File: src/rtl/ex_stage.sv
`timescale 1ns/1ps
// ex_stage: execute stage of the 5-stage pipeline.
// Holds the ID/EX pipeline register and the ALU. The ALU result is produced
// combinationally from the register so ID can forward it in the same cycle.
module ex_stage #(
  parameter int          WIDTH     = 32,
  parameter logic [3:0]  TYPE_NONE = 4'b0000
) (
  input  logic             clk,
  input  logic             rst,
  input  logic             cu_wreg,
  input  logic             cu_m2reg,
  input  logic             cu_wmem,
  input  logic [5:0]       cu_aluc,
  input  logic             cu_shift,
  input  logic             cu_aluimm,
  input  logic [WIDTH-1:0] id_a_in,
  input  logic [WIDTH-1:0] id_b_in,
  input  logic [WIDTH-1:0] id_imm,
  input  logic [4:0]       id_destR,
  input  logic [3:0]       ID_ins_type,
  input  logic [3:0]       ID_ins_number,
  input  logic             ex_flush,
  output logic             ex_wreg,
  output logic             ex_m2reg,
  output logic             ex_wmem,
  output logic [4:0]       ex_destR,
  output logic [WIDTH-1:0] ex_aluR,
  output logic [WIDTH-1:0] ex_b,
  output logic             ex_ov,
  output logic [3:0]       EX_ins_type,
  output logic [3:0]       EX_ins_number
);

  localparam logic [5:0] ALU_ADD  = 6'b000000;
  localparam logic [5:0] ALU_SUB  = 6'b000001;
  localparam logic [5:0] ALU_AND  = 6'b000010;
  localparam logic [5:0] ALU_OR   = 6'b000011;
  localparam logic [5:0] ALU_XOR  = 6'b000100;
  localparam logic [5:0] ALU_NOR  = 6'b000101;
  localparam logic [5:0] ALU_SLT  = 6'b000110;
  localparam logic [5:0] ALU_SLTU = 6'b000111;
  localparam logic [5:0] ALU_SLL  = 6'b001000;
  localparam logic [5:0] ALU_SRL  = 6'b001001;
  localparam logic [5:0] ALU_SRA  = 6'b001010;
  localparam logic [5:0] ALU_LUI  = 6'b001011;

  // ID/EX pipeline register fields
  logic             wreg_r;
  logic             m2reg_r;
  logic             wmem_r;
  logic [4:0]       destr_r;
  logic [WIDTH-1:0] a_r;
  logic [WIDTH-1:0] b_r;
  logic [WIDTH-1:0] imm_r;
  logic [5:0]       aluc_r;
  logic             shift_r;
  logic             aluimm_r;
  logic [3:0]       type_r;
  logic [3:0]       number_r;

  // ALU datapath
  logic [WIDTH-1:0] op_a_s;
  logic [WIDTH-1:0] op_b_s;
  logic [WIDTH-1:0] sum_s;
  logic [WIDTH-1:0] diff_s;
  logic [4:0]       shamt_s;
  logic [WIDTH-1:0] result_s;
  logic             ov_s;

  // ID/EX register: loads every cycle; a flush kills only the side-effecting enables and the type tag
  always_ff @(posedge clk or posedge rst) begin
    if (rst) begin
      wreg_r   <= 1'b0;
      m2reg_r  <= 1'b0;
      wmem_r   <= 1'b0;
      destr_r  <= 5'd0;
      a_r      <= {WIDTH{1'b0}};
      b_r      <= {WIDTH{1'b0}};
      imm_r    <= {WIDTH{1'b0}};
      aluc_r   <= 6'd0;
      shift_r  <= 1'b0;
      aluimm_r <= 1'b0;
      type_r   <= TYPE_NONE;
      number_r <= 4'd0;
    end else begin
      wreg_r   <= cu_wreg  & ~ex_flush;
      m2reg_r  <= cu_m2reg & ~ex_flush;
      wmem_r   <= cu_wmem  & ~ex_flush;
      type_r   <= ex_flush ? TYPE_NONE : ID_ins_type;
      destr_r  <= id_destR;
      a_r      <= id_a_in;
      b_r      <= id_b_in;
      imm_r    <= id_imm;
      aluc_r   <= cu_aluc;
      shift_r  <= cu_shift;
      aluimm_r <= cu_aluimm;
      number_r <= ID_ins_number;
    end
  end

  // ALU: operand selection, operation decode and signed overflow for ADD/SUB
  always_comb begin
    op_a_s   = {WIDTH{1'b0}};
    op_b_s   = {WIDTH{1'b0}};
    result_s = {WIDTH{1'b0}};
    ov_s     = 1'b0;
    if (shift_r) begin
      op_a_s = {{(WIDTH-5){1'b0}}, imm_r[10:6]};
    end else begin
      op_a_s = a_r;
    end
    if (aluimm_r) begin
      op_b_s = imm_r;
    end else begin
      op_b_s = b_r;
    end
    sum_s   = op_a_s + op_b_s;
    diff_s  = op_a_s - op_b_s;
    shamt_s = op_a_s[4:0];
    case (aluc_r)
      ALU_ADD: begin
        result_s = sum_s;
        ov_s     = (op_a_s[WIDTH-1] == op_b_s[WIDTH-1]) && (sum_s[WIDTH-1] != op_a_s[WIDTH-1]);
      end
      ALU_SUB: begin
        result_s = diff_s;
        ov_s     = (op_a_s[WIDTH-1] != op_b_s[WIDTH-1]) && (diff_s[WIDTH-1] != op_a_s[WIDTH-1]);
      end
      ALU_AND:  result_s = op_a_s & op_b_s;
      ALU_OR:   result_s = op_a_s | op_b_s;
      ALU_XOR:  result_s = op_a_s ^ op_b_s;
      ALU_NOR:  result_s = ~(op_a_s | op_b_s);
      ALU_SLT:  result_s = {{(WIDTH-1){1'b0}}, ($signed(op_a_s) < $signed(op_b_s))};
      ALU_SLTU: result_s = {{(WIDTH-1){1'b0}}, (op_a_s < op_b_s)};
      ALU_SLL:  result_s = op_b_s << shamt_s;
      ALU_SRL:  result_s = op_b_s >> shamt_s;
      ALU_SRA:  result_s = $unsigned($signed(op_b_s) >>> shamt_s);
      ALU_LUI:  result_s = {op_b_s[15:0], 16'h0000};
      default:  result_s = {WIDTH{1'b0}};
    endcase
  end

  assign ex_wreg       = wreg_r;
  assign ex_m2reg      = m2reg_r;
  assign ex_wmem       = wmem_r;
  assign ex_destR      = destr_r;
  assign ex_b          = b_r;
  assign EX_ins_type   = type_r;
  assign EX_ins_number = number_r;
  assign ex_aluR       = result_s;
  assign ex_ov         = ov_s;

endmodule
File: config.mk
export PLATFORM = sky130hd
export DESIGN_NAME = ex_stage
export DESIGN_NICKNAME = d
export VERILOG_FILES = /design/src/rtl/ex_stage.sv
export SDC_FILE = /design/constraint.sdc
export NUM_CORES = 1
export LEC_CHECK = 0
export BUFFER_PORTS_ARGS = -buffer_cell sky130_fd_sc_hd__buf_2
export CAP_MARGIN = 30
export CORE_MARGIN = 2
export CORE_UTILIZATION = 28
export CTS_BUF_LIST = sky130_fd_sc_hd__clkbuf_8 sky130_fd_sc_hd__clkbuf_16
export DETAILED_ROUTE_END_ITERATION = 10
export PLACE_DENSITY_LB_ADDON = 0.3
export SLEW_MARGIN = 10
export SYNTH_ARGS = -nofsm -noshare
export SYNTH_HDL_FRONTEND = slang
export SYNTH_SLANG_ARGS = --single-unit
File: constraint.sdc
create_clock -name clk -period 14.85 [get_ports clk]
set_clock_uncertainty 0.2 [all_clocks]
set_input_delay 2.2275 -clock clk [delete_from_list [all_inputs] [get_ports clk]]
set_output_delay 2.2275 -clock clk [all_outputs]
set_load 0.03 [all_outputs]
==> metrics.yaml <==
synth.area.mux_share: 0.115
yosys_warnings: 0
rsz0062_at_grt: "no"
layout.cells.non_filler: 2324
ioPinCount: 204
cp-start-kind: "flip-flop"
final.setup.tns_ps: 0
synth_cell_type_count: 92
worstPathRequired_ps: 12420
synth_area_per_cell_um2: 7.71
worstMarginPinSlew_ps: 952
critPathMaxStageDelay_ps: 480
synth-simple-area-share: 0.186
cp-startpoint: "shift_r$_DFF_PP0_"
grt.total_usage: 0.239
grt_pass1_wl_um: 79800
antenna_left: 0
switching_share: 0.394
tritoncts: "done"
grt_pass1_vias: 12400
hold_violations: 0
placed_cells: 2292
maxCapViolations: 0
cts_root_buf: "clkbuf_16"
synth-xor-area-share: 0.0180
drt-wirelength-per-cell_um: 23.1
ys_ff_latch: 120
final_nets: 1939
cts_resized: 0
initial_core_util: 0.283
drt-total-wl_um: 53700
port_buffers: 203
fin_crit_ps: 8160
first_iter_violations: 1850
synth_edf_count: 0
synth_fa_ha_area_frac: 0.0939
maxSlewViolCount: 0
layout-drive-gt1-share: 0.189
slowest_stage: "buf_4"
status: "complete, no violations"
coreArea_um2: 43000
hpwl_um: 41300
overflow: 0
gp_congestion: 1.01
clk_pin_slew_ps: 60
switchingPower_uw: 499
cts.sinks: 120
antenna_found_initial: 0
die_h_um: 212
crit_top_cell: "buf_4"
synth_top_family_by_area: "compound AO/OA/AOI/OAI gates"
worstPathCellList: "buf_4, mux2i_4, buf_4, inv_2, buf_4, ha_1, inv_1, fa_1, nand3b_1, a211o_1, a21o_1, and3_1, a21oi_1, a221oi_2, o211ai_1, a21boi_1, xor2_1, o221ai_1, buf_2"
clock_path_buffers: 2
pwr-share-seq: 0.279
vdd_drop_max_v: 0.0000925
htree_num_levels: 4
dieArea_um2: 45100
max_freq_mhz: 123
final.period_utilization: 0.549
comb_power_share: 0.380
setup-violations-final: 0
synth_ff_type: "dfrtp_1"
worstPathArrival_ps: 5730
postCtsHoldBufs: 0
synth_compound_area_frac: 0.273
cp-end-kind: "output port"
internal-power_uw: 769
drc: 0
rows: 76
n_antenna_cell: 0
synth.cell_area_um2: 12200
vias_per_cell: 5.70
syn_inst: 1576
grt_max_degree: 69
hold_class: "in2async"
die_w_um: 212
ys_seq_area_frac: 0.247
syn2layout_area_growth_pct: 18.6
slew_headroom: 0.347
cts_setup_buffers: 0
vias: 13200
first_pass_iters: 5
cts_buffers: 17
crit_type: "reg2out"
syn_nets: 1789
worstPathMaxFanout: 47
leakage_nw: 6.59
ys_async_sr_fraction: 1.00
pwr_density_cell_nw_per_um2: 87.9
p_clk_frac: 0.341
-- worst max-delay path by stage --
stage                        endpoint  slack, ps  cells after the start
after floorplan           ex_aluR[21]       8040                     17
after global placement    ex_aluR[30]       7290                     19
after detailed placement  ex_aluR[30]       7220                     14
after CTS                 ex_aluR[30]       6670                     19
after global routing      ex_aluR[30]       6410                     19
final                     ex_aluR[30]       6690                     19
-- cells in the mapped netlist, types with 28 or more instances --
cell | count | area, um^2
nor2_1 | 180 | 676
nand2_1 | 148 | 556
a21oi_1 | 127 | 636
mux2i_1 | 121 | 1210
dfrtp_1 | 120 | 3000
o21ai_0 | 110 | 551
ha_1 | 88 | 1100
inv_1 | 87 | 327
clkbuf_1 | 75 | 282
a211oi_1 | 36 | 270
nor2b_1 | 31 | 194
o22ai_1 | 28 | 175
-- routing by layer --
| metal | vias up | part of all wire | global-route usage |
|---|---|---|---|
| met5 | - | 0 | 0 |
| met4 | 0 | 0.032 | 0.0921 |
| met3 | 114 | 0.092 | 0.0453 |
| met2 | 754 | 0.43 | 0.355 |
| met1 | 6357 | 0.44 | 0.340 |
| li1 | 6015 | - | - |
-- registers in the layout, indices dropped and copies added (netlist names) --
signal,flops
imm_r,32
a_r,32
aluimm_r,1
ex_b,32
ex_wmem,1
EX_ins_type,4
ex_m2reg,1
aluc_r,6
ex_destR,5
shift_r,1
EX_ins_number,4
ex_wreg,1
-- power groups by stage --
stage,Clock (mW),Combinational [mW],Sequential [mW]
5_1_grt,0.464,0.521,0.355
6_report,0.432,0.482,0.353
2_1_floorplan,0,0.311,0.369
3_3_place_gp,0,0.472,0.360
3_5_place_dp,0,0.471,0.359
4_1_cts,0.451,0.473,0.354
-- per-stage QoR --
stage          instance area, um^2   util  power (mW)  hold slack [ps]  setup WS [ps]
6_report                     14400  0.336        1.27             1600           6690
4_1_cts                      14400  0.336        1.28             1580           6670
2_1_floorplan                12200      -       0.679             2060           8040
3_5_place_dp                 13800  0.321       0.830             2110           7220
3_3_place_gp                 13800  0.321       0.831             2110           7290
5_1_grt                      14400  0.336        1.34             1630           6410
-- cells in the final DEF (no fill, tap or decap), types with 7 or more instances in the layout --
cell type,netlist,layout
nand3_1,24,24
a221oi_1,17,17
buf_4,2,36
ha_1,88,88
nor2_1,180,179
nor4_1,15,15
buf_2,15,204
o31ai_1,7,7
inv_1,87,85
a211oi_1,36,36
nor3_1,26,26
a31oi_1,21,21
o221ai_1,13,13
nand2b_1,19,19
a21o_1,16,16
clkbuf_16,0,17
mux2_2,12,12
o21ai_1,15,15
a21oi_1,127,127
and3_1,12,11
o22ai_1,28,28
nor2b_1,31,31
o211ai_1,26,26
mux2i_1,121,116
dfrtp_1,120,117
nand2_1,148,148
o21ai_0,110,110
a22oi_1,14,14
xnor2_1,22,22
or3_1,8,8
-- worst max-delay path, delay by kind of cell (launching register included) --
kind,cells,cell delay [ps]
AO/OA/AOI/OAI,7,1650
buffers and inverters,6,1520
adder cells (fa/ha/maj),2,780
AND/OR/NAND/NOR,2,410
flip-flops,1,380
multiplexers,1,250
XOR/XNOR,1,170
-- cells by family after synthesis --
kind of cell / count (synthesis)
AO/OA/AOI/OAI: 505
AND/OR/NAND/NOR: 495
buffers and inverters: 204
multiplexers: 137
flip-flops: 120
adder cells (fa/ha/maj): 90
XOR/XNOR: 25
-- area by class of cell --
class | count | area [um^2]
Clock buffer | 17 | 425
Clock inverter | 15 | 190
Fill cell | 4650 | 28600
Inverter | 95 | 364
Multi-Input combinational cell | 1252 | 8410
Sequential cell | 120 | 3010
Tap cell | 585 | 732
Timing Repair Buffer | 240 | 1290
Power figures use the tool's default switching activity.
